### src/rtl/uart_cmd_pkg.sv
// uart_cmd_pkg: shared types and constants for the UART command master.
// Frame layout on the wire: {cmd, addr, data_hi, data_lo}; responses start with RSP_HEADER.
package uart_cmd_pkg;

    typedef enum logic [2:0] {
        IDLE,
        SEND,
        WAIT_TX,
        RESP,
        DONE
    } state_t;

    localparam logic [7:0] RSP_HEADER    = 8'hFF;
    localparam int         CMD_WRITE_BIT = 0;
    localparam int         FRAME_BYTES   = 4;
    localparam int         IDX_W         = 2;

    // Command byte: all zero except the write flag.
    function automatic logic [7:0] cmd_byte(input logic write);
        logic [7:0] b;
        b                = '0;
        b[CMD_WRITE_BIT] = write;
        return b;
    endfunction

endpackage

### src/rtl/uart_cmd_rsp_parser.sv
// uart_cmd_rsp_parser: collects the 4-byte read response {0xFF, addr, data_hi, data_lo}.
// Hunts for the header (discarding anything else), assembles the data word and
// times out when the line stays silent for TIMEOUT_CYCLES clocks.
// Build option: UART_CMD_ADDR_CHECK_EN compares the echoed address with exp_addr.
module uart_cmd_rsp_parser
    import uart_cmd_pkg::*;
#(
    parameter int TIMEOUT_CYCLES = 1000000,
    parameter int TIMEOUT_W      = 24
) (
    input  logic        clk,
    input  logic        rst,
    input  logic        start,
    input  logic        rx_dv,
    input  logic [7:0]  rx_byte,
    input  logic [7:0]  exp_addr,
    output logic        done,
    output logic [15:0] rdata,
    output logic        err,
    output logic        timeout
);

    logic                 active;
    logic                 hdr_seen;
    logic [1:0]           bcnt;
    logic [TIMEOUT_W-1:0] tcnt;
    logic [7:0]           data_hi;
    logic                 byte_done;
    logic                 tmo;

    // The last data byte and the timeout both finish the response; rx activity wins a tie.
    assign byte_done = active && rx_dv && hdr_seen && (bcnt == 2'd2);
    assign tmo       = active && !rx_dv && (tcnt == TIMEOUT_W'(TIMEOUT_CYCLES - 1));
    assign done      = byte_done || tmo;
    assign timeout   = tmo;
    assign rdata     = byte_done ? {data_hi, rx_byte} : 16'h0000;

`ifdef UART_CMD_ADDR_CHECK_EN
    logic addr_bad;

    assign err = byte_done && addr_bad;

    // Remember whether the echoed address disagreed with the one we sent.
    always_ff @(posedge clk or negedge rst) begin
        if (!rst) begin
            addr_bad <= 1'b0;
        end else if (start) begin
            addr_bad <= 1'b0;
        end else if (active && rx_dv && hdr_seen && (bcnt == 2'd0)) begin
            addr_bad <= (rx_byte != exp_addr);
        end
    end
`else
    logic unused_exp_addr;

    assign unused_exp_addr = ^exp_addr;
    assign err             = 1'b0;
`endif

    // Header hunt, data-phase byte counter and silence timer.
    always_ff @(posedge clk or negedge rst) begin
        if (!rst) begin
            active   <= 1'b0;
            hdr_seen <= 1'b0;
            bcnt     <= 2'd0;
            tcnt     <= '0;
        end else if (start) begin
            active   <= 1'b1;
            hdr_seen <= 1'b0;
            bcnt     <= 2'd0;
            tcnt     <= '0;
        end else if (active) begin
            if (done) begin
                active <= 1'b0;
            end
            if (rx_dv) begin
                tcnt <= '0;
                if (!hdr_seen) begin
                    hdr_seen <= (rx_byte == RSP_HEADER);
                end else begin
                    bcnt <= bcnt + 2'd1;
                end
            end else begin
                tcnt <= tcnt + 1'b1;
            end
        end
    end

    // High data byte is held until the low byte arrives; no reset needed.
    always_ff @(posedge clk) begin
        if (active && rx_dv && hdr_seen && (bcnt == 2'd1)) begin
            data_hi <= rx_byte;
        end
    end

endmodule

### src/rtl/uart_cmd_master.sv
// uart_cmd_master: host-side initiator for the 4-byte UART register protocol.
// Sends {cmd, addr, data_hi, data_lo} through a byte-wide UART transmitter and,
// for reads, waits for the {0xFF, addr, data_hi, data_lo} response.
// Build option: UART_CMD_ADDR_CHECK_EN enables response address checking (in the parser).
module uart_cmd_master
    import uart_cmd_pkg::*;
#(
    parameter int TIMEOUT_CYCLES = 1000000,
    parameter int TIMEOUT_W      = 24
) (
    input  logic        clk,
    input  logic        rst,
    input  logic        req_valid,
    output logic        req_ready,
    input  logic        req_write,
    input  logic [7:0]  req_addr,
    input  logic [15:0] req_wdata,
    output logic        rsp_valid,
    output logic [15:0] rsp_rdata,
    output logic        rsp_err,
    output logic        rsp_timeout,
    output logic        tx_start,
    output logic [7:0]  tx_byte,
    input  logic        tx_done,
    input  logic        rx_dv,
    input  logic [7:0]  rx_byte
);

    state_t           state;
    logic [IDX_W-1:0] idx;
    logic             write_q;
    logic [7:0]       addr_q;
    logic [15:0]      wdata_q;
    logic             last_byte;
    logic             p_start;
    logic             p_done;
    logic [15:0]      p_rdata;
    logic             p_err;
    logic             p_timeout;

    function automatic logic [7:0] frame_byte(input logic [IDX_W-1:0] i, input logic wr,
                                              input logic [7:0] a, input logic [15:0] d);
        case (i)
            2'd0:    return cmd_byte(wr);
            2'd1:    return a;
            2'd2:    return d[15:8];
            default: return d[7:0];
        endcase
    endfunction

    assign last_byte = (idx == IDX_W'(FRAME_BYTES - 1));
    assign p_start   = (state == WAIT_TX) && tx_done && last_byte && !write_q;

    uart_cmd_rsp_parser #(
        .TIMEOUT_CYCLES (TIMEOUT_CYCLES),
        .TIMEOUT_W      (TIMEOUT_W)
    ) u_parser (
        .clk      (clk),
        .rst      (rst),
        .start    (p_start),
        .rx_dv    (rx_dv),
        .rx_byte  (rx_byte),
        .exp_addr (addr_q),
        .done     (p_done),
        .rdata    (p_rdata),
        .err      (p_err),
        .timeout  (p_timeout)
    );

    // Request/frame sequencer with registered handshake and UART strobes.
    always_ff @(posedge clk or negedge rst) begin
        if (!rst) begin
            state       <= IDLE;
            req_ready   <= 1'b1;
            rsp_valid   <= 1'b0;
            rsp_rdata   <= 16'h0000;
            rsp_err     <= 1'b0;
            rsp_timeout <= 1'b0;
            tx_start    <= 1'b0;
            tx_byte     <= 8'h00;
            idx         <= '0;
            write_q     <= 1'b0;
            addr_q      <= 8'h00;
            wdata_q     <= 16'h0000;
        end else begin
            case (state)
                IDLE: begin
                    if (req_valid && req_ready) begin
                        write_q   <= req_write;
                        addr_q    <= req_addr;
                        wdata_q   <= req_write ? req_wdata : 16'h0000;
                        idx       <= '0;
                        req_ready <= 1'b0;
                        tx_start  <= 1'b1;
                        tx_byte   <= cmd_byte(req_write);
                        state     <= SEND;
                    end
                end
                SEND: begin
                    tx_start <= 1'b0;
                    state    <= WAIT_TX;
                end
                WAIT_TX: begin
                    if (tx_done) begin
                        if (!last_byte) begin
                            idx      <= idx + 1'b1;
                            tx_byte  <= frame_byte(idx + 1'b1, write_q, addr_q, wdata_q);
                            tx_start <= 1'b1;
                            state    <= SEND;
                        end else if (write_q) begin
                            rsp_valid   <= 1'b1;
                            rsp_rdata   <= 16'h0000;
                            rsp_err     <= 1'b0;
                            rsp_timeout <= 1'b0;
                            state       <= DONE;
                        end else begin
                            idx   <= '0;
                            state <= RESP;
                        end
                    end
                end
                RESP: begin
                    if (p_done) begin
                        rsp_valid   <= 1'b1;
                        rsp_rdata   <= p_rdata;
                        rsp_err     <= p_err;
                        rsp_timeout <= p_timeout;
                        state       <= DONE;
                    end
                end
                DONE: begin
                    rsp_valid   <= 1'b0;
                    rsp_err     <= 1'b0;
                    rsp_timeout <= 1'b0;
                    req_ready   <= 1'b1;
                    state       <= IDLE;
                end
                default: begin
                    state <= IDLE;
                end
            endcase
        end
    end

endmodule
### config.mk
export PLATFORM = sky130hd
export DESIGN_NAME = uart_cmd_master
export DESIGN_NICKNAME = d
export VERILOG_FILES = /design/src/rtl/uart_cmd_pkg.sv /design/src/rtl/uart_cmd_rsp_parser.sv /design/src/rtl/uart_cmd_master.sv
export SDC_FILE = /design/constraint.sdc
export NUM_CORES = 1
export LEC_CHECK = 0
export CORE_MARGIN = 2
export CORE_UTILIZATION = 54
export DETAILED_ROUTE_END_ITERATION = 12
export PLACE_DENSITY = 0.77
export SETUP_SLACK_MARGIN = 0.4
export SYNTH_ARGS = -nofsm -noshare
export SYNTH_HDL_FRONTEND = slang
export SYNTH_SLANG_ARGS = --single-unit
export TNS_END_PERCENT = 100
### constraint.sdc
create_clock -name clk -period 2.45 [get_ports clk]
set_clock_uncertainty 0.05 [all_clocks]
set_input_delay 0.6125 -clock clk [delete_from_list [all_inputs] [get_ports clk]]
set_output_delay 0.6125 -clock clk [all_outputs]
set_load 0.02 [all_outputs]
# ---- Word level (Yosys, flattened, before mapping)
# Index checks and enable logic that the tools add are counted.
# W data, S select, Z words.
dict set report totals {
  register_bits 95
  out_inout_bits 29
  elab_cells 126
}
dict set report op_classes {
  add_sub_neg 3
  n_eq_ne 18
  muxes 55
  reduce_logical 33
}
# operator count
set op_table {}
lappend op_table {{$mux W16} 6}
lappend op_table {{$mux W24} 3}
lappend op_table {{$pmux W16 S2} 1}
lappend op_table {{$add A24 B1 Y24 const B} 1}
lappend op_table {{$eq A24 B20 Y1 const B} 1}
lappend op_table {{$mux W8} 3}
lappend op_table {{$pmux W8 S3} 1}
lappend op_table {{$mux W1} 20}
lappend op_table {{$mux W2} 8}
lappend op_table {{$pmux W8 S2} 1}
lappend op_table {{$mux W3} 5}
lappend op_table {{$ne A2 B2 Y1 const B} 6}
lappend op_table {{$pmux W1 S3} 4}
lappend op_table {{$pmux W3 S4} 1}
lappend op_table {{$reduce_and A4 Y1} 3}
lappend op_table {{$reduce_bool A2 Y1} 6}
lappend op_table {{$logic_and A1 B1 Y1} 10}
lappend op_table {{$reduce_and A5 Y1} 2}
lappend op_table {{$eq A8 B8 Y1 const B} 1}
lappend op_table {{$eq A2 B2 Y1 const B} 3}
lappend op_table {{$eq A3 B2 Y1 const B} 2}
lappend op_table {{$reduce_and A2 Y1} 3}
lappend op_table {{$reduce_and A3 Y1} 2}
lappend op_table {{$reduce_bool A3 Y1} 2}
lappend op_table {{11 further kinds} 14}

# ---- Longest topological paths before layout
dict set report depth {
  word_depth 7
  depth_mapped 8
  mapped_depth_nobuf 6
}

# ---- Modules after synthesis
# From an unflattened synthesis, not the netlist that was laid out.
dict set report hier_totals {
  cells_unflattened 479
  hier_area_um2 4642.0
}
# mod instances cells_each area_each_um2 seq_area_each_um2
set by_module_without_submodules {}
lappend by_module_without_submodules {uart_cmd_master 1 277 2698.8 1477.7}
lappend by_module_without_submodules {uart_cmd_rsp_parser 1 202 1943.1 940.9}

# ---- Least setup slack after synthesis
# No wires, ideal clock.
dict set report synth_timing {
  path_type {input to register}
  startpoint {in rx_dv}
  endpoint {reg rsp_rdata[10]}
  t_arrival_ps 1805
  required_time_ps 2279
  path_slack_ps 475
  cell_stages 6
  n_path_buf 1
  cell_sequence {nor2b_1 > nand2b_1 > nor4_2 > o21ai_2 > buf_2 > a22o_1}
}
dict set report synth_via {
  elab_chain_len 6
  elab_cells_between_ends 12
  classes_between {1 x eq/ne; 3 x mux; 8 x reduce/logical}
}
# item line_no
set synth_lines {}
lappend synth_lines {{start: declaration} uart_cmd_master.sv:25} ;# input logic rx_dv,
lappend synth_lines {{$logic_and A1 B1 Y1 / $logic_not A1 Y1 (equally long branches)} {uart_cmd_rsp_parser.sv:32, uart_cmd_rsp_parser.sv:33}}
lappend synth_lines {{$logic_and A1 B1 Y1, on equally long branches (2 in a row)} {uart_cmd_rsp_parser.sv:32, uart_cmd_rsp_parser.sv:33}}
lappend synth_lines {{$mux W16 / $logic_or A1 B1 Y1 (equally long branches)} {uart_cmd_rsp_parser.sv:36, uart_cmd_rsp_parser.sv:34}}
lappend synth_lines {{$mux W16 / $ne A2 B2 Y1 (equally long branches)} --}
lappend synth_lines {{$pmux W16 S2 / $reduce_and A5 Y1 (equally long branches)} --}
lappend synth_lines {{end signal: assignment} uart_cmd_master.sv:125} ;# rsp_rdata <= p_rdata;
lappend synth_lines {{end: declaration} uart_cmd_master.sv:19} ;# output logic [15:0] rsp_rdata,
# Parallel ways exist; a longest one is shown, timed or not. The select of a mux whose other input is x is not followed.
# A chain may end at the register's enable or synchronous reset.

# ---- Worst setup path in the final report
dict set report layout_timing {
  startpoint {reg u_parser.tcnt[1]}
  endpoint {reg rsp_rdata[8]}
}
dict set report layout_via {
  elab_chain_len 5
}
# item line_no
set layout_lines {}
lappend layout_lines {{start: declaration} uart_cmd_rsp_parser.sv:26} ;# logic [TIMEOUT_W-1:0] tcnt;
lappend layout_lines {{start signal: assignment} uart_cmd_rsp_parser.sv:84} ;# tcnt <= tcnt + 1'b1;
lappend layout_lines {{$eq A24 B20 Y1} uart_cmd_rsp_parser.sv:33} ;# assign tmo = active && !rx_dv && (tcnt == TIMEOUT_W'(TIMEOUT_CYCLES - 1));
lappend layout_lines {{$logic_and A1 B1 Y1} uart_cmd_rsp_parser.sv:33}
lappend layout_lines {{$logic_or A1 B1 Y1} uart_cmd_rsp_parser.sv:34} ;# assign done = byte_done || tmo;
lappend layout_lines {{$ne A2 B2 Y1 (no source line)} --}
lappend layout_lines {{$reduce_and A5 Y1 (no source line)} --}
# Every way passes these cells.

==> impl_metrics.ini <==
[outcome]
status = finished clean

[place]
dp.cells = 576
place.port_buffers = 65
dp_hpwl_um = 6470
globalplace.congestion = 0.780
placed_area_mm2 = 0.00522

[timing]
slew_viol_final = 0
finalSetupViolations = 0
maxSlewHeadroom = 0.560
period_minus_slack_ns = 2.05
holdWs_ns = 0.138
hold_violations = 0
worst_pin_slew_ns = 0.658
period_share = 0.836
max_freq_mhz = 488
rsz0062_at_grt = yes

[final_layout]
fin_cells = 604
nets = 539
drive_above_1_share = 0.168
antenna_cells = 0
area_delta_synth_final_pct = 26.4
fillCellCount = 608
finish.instance_area_mm2 = 0.00562
multiInputGateArea_mm2 = 0.00202
ff_latch_area_mm2 = 0.00240
post-route-util = 0.694

[clock_network]
ctsLongestPathBuffers = 2
clock_latency_ns = 0.37
ctsHoldBuffers = 0
numClockSinks = 94
cts-root-buf = clkbuf_8
htreeDepth = 3
numCtsBuffers = 9
clk_pin_slew_ns = 0.10
cts_tree = yes

[grt]
grt.busiest_layer = met2
use_met3 = 0.0303
overflow = 0
grt_pass1_vias = 3248
grt.total_usage = 0.219
grt_max_degree = 51
grt_util_met2 = 0.350
antenna_found_initial = 0
grt_first_pass_wirelength_um = 15300
grt_use_met1 = 0.303

[logic_synthesis]
async_flop_share = 0.915
synth_area_per_cell_um2 = 10.7
syn-instance-count = 417
yosysSeqAreaShare = 0.539
syn-cell-area_mm2 = 0.00444
synth_nets = 462
synth_edf_count = 8
synth_cell_type_count = 57
synth_flop_cell = dfrtp_1
ys_warn_count = 0
synth_seq_cells = 94

[die]
floorplan.initialDensity = 0.549
die_w_um = 94.7
core_area_mm2 = 0.00809
rows = 33
die_h_um = 94.7
dieArea_mm2 = 0.00897
io_pins = 67

[detailed_routing]
dr.pass1.iters = 4
wirelength_um = 9740
drc = 0
wire_per_inst_um = 16.1
routed_via_density = 5.68
ant_nets = 0
via_count = 3430
drt_iter0_markers = 209

[critical_path]
slowest_stage = dfrtp_1
crit_type = reg -> reg
crit_arrival_ns = 2.25
endpoint = rsp_rdata[8]$_DFFE_PN0P_
worstPathCellList = ha_4 -> and4b_1 -> nand4_1 -> nor4_4 -> buf_4 -> o21ai_4 -> a22o_1
r2r_start = u_parser.tcnt[1]$_DFFE_PN0P_
rr_worst_depth = 7
cp-end-kind = register
rrSetupSlack_ns = 0.40
path_max_fanout = 9
setup.worst_path.start = u_parser.tcnt[1]$_DFFE_PN0P_
crit_required_ns = 2.65
critPathMaxStageDelay_ns = 0.44
start_kind = register
r2r-end = rsp_rdata[8]$_DFFE_PN0P_

[job]
max-cap-violations = 0

[power_and_ir_drop]
switchingPower_w = 0.000817
internal_power_w = 0.00220
swShare = 0.271
seq_power_share = 0.556
pwr-share-comb = 0.139
clock_power_share = 0.305
vdd_drop_max_mv = 0.376
power.density_mw_per_mm2 = 537
p_leak_nw = 2.37

[min_path]
min_path_type = in -> async
[what timing repair did]
action / CTS / global route
setup buffers: 2 / 8
pin swaps: 1 / 23
setup endpoints to repair: 27 / 41
gates resized for setup: 5 / 26
cloned: 0 / 2
[layout make-up]
class                           count  area share
Tap cell                          105      0.0234
Multi-Input combinational cell    291       0.359
Sequential cell                    94       0.427
Timing Repair Buffer               88       0.154
Inverter                           10     0.00668
Clock inverter                      4     0.00579
Clock buffer                       12      0.0241
[how the worst min path moves through the flow]
stage	startpoint	depth (start not counted)	slack, ns	endpoint
CTS	rst	1	0.16	rsp_rdata[5]$_DFFE_PN0P_
finish	rst	1	0.14	rsp_rdata[13]$_DFFE_PN0P_
global placement	u_parser.data_hi[2]$_DFFE_PP_	1	0.39	rsp_rdata[10]$_DFFE_PN0P_
global route	rst	1	0.17	rsp_rdata[5]$_DFFE_PN0P_
detailed placement	u_parser.data_hi[3]$_DFFE_PP_	1	0.41	rsp_rdata[11]$_DFFE_PN0P_
floorplan	rst	0	0.27	addr_q[0]$_DFFE_PN0P_
[logic make-up (layout without fill, tap and decap cells)]
family,count (synthesis),after routing,synth area share
and+or+nand+nor,161,161,0.205
AOI/OAI and AO/OA,94,96,0.142
DFF,94,94,0.539
buffers and inverters,34,114,0.0366
other,1,1,0.000844
adders and majority gates,7,7,0.0197
xor gates and xnor gates,16,16,0.0315
muxes,10,10,0.0251
[routing by layer]
metal / vias up / wire, um / part of all wire
met5: - / 0 / 0
met4: 0 / 197 / 0.020
met3: 16 / 363 / 0.037
met2: 84 / 4780 / 0.49
met1: 1686 / 4390 / 0.45
li1: 1644 / - / -
[cells in the mapped netlist (all sizes together) (3+ instances only)]
cell / number / area [um2]
nand4: 9 / 71.3
nand2b: 6 / 37.5
clkbuf: 13 / 48.8
edfxtp: 8 / 240
nor2b: 3 / 18.8
xnor2: 16 / 140
a21o: 3 / 22.5
nand3: 7 / 35.0
nor4: 11 / 148
and3: 4 / 25.0
a22oi: 7 / 52.6
dfrtp: 85 / 2130
a21oi: 21 / 105
nand2: 62 / 233
a22o: 17 / 149
o21ai: 28 / 144
mux2: 9 / 101
buf: 11 / 76.3
nor4b: 4 / 56.3
inv: 10 / 37.5
o31ai: 7 / 52.6
nor3: 8 / 40.0
ha: 7 / 87.6
nor2: 32 / 125
nand3b: 4 / 30.0
[cells in the final DEF, fill, tap and decap left out, types with 9 or more instances in the layout]
cell / synthesis / final
a21oi_1: 21 / 21
a22o_1: 17 / 17
buf_4: 1 / 19
clkbuf_8: 0 / 9
clkdlybuf4s50_1: 0 / 59
dfrtp_1: 85 / 80
inv_1: 10 / 10
mux2_2: 9 / 9
nand2_1: 62 / 62
nor2_1: 30 / 30
o21ai_0: 26 / 26
xnor2_1: 16 / 16
[registers in the layout, summed over array words and instances, names as in the netlist, 3 cells and up]
signal	cells
u_parser.data_hi	8
rsp_rdata	16
u_parser.tcnt	24
addr_q	8
wdata_q	16
tx_byte	8
state	3
[power by group through the flow]
stage	clock [W]	combinational, W	sequential, W
finish	0.000918	0.000419	0.00168
global route	0.00100	0.000468	0.00168
CTS	0.000927	0.000356	0.00167
detailed placement	0	0.000339	0.00170
global placement	0	0.000329	0.00169
floorplan	0	0.000200	0.00167
[critical path, delay by kind of cell (launching register included)]
kind	cells	cell delay, ns
DFF	1	0.44
AOI/OAI and AO/OA	2	0.38
and+or+nand+nor	3	0.68
adders and majority gates	1	0.18
buffers and inverters	1	0.20
[stage by stage]
stage          worst slack [ns]  power, W  setup TNS (ns)
6_report                  0.403   0.00301               0
5_1_grt                   0.336   0.00315               0
4_1_cts                   0.402   0.00295               0
3_5_place_dp            -0.0520   0.00204          -0.750
3_3_place_gp             0.0302   0.00202               0
2_1_floorplan             0.475   0.00187               0
No activity file was read; power rests on OpenSTA's default activity.
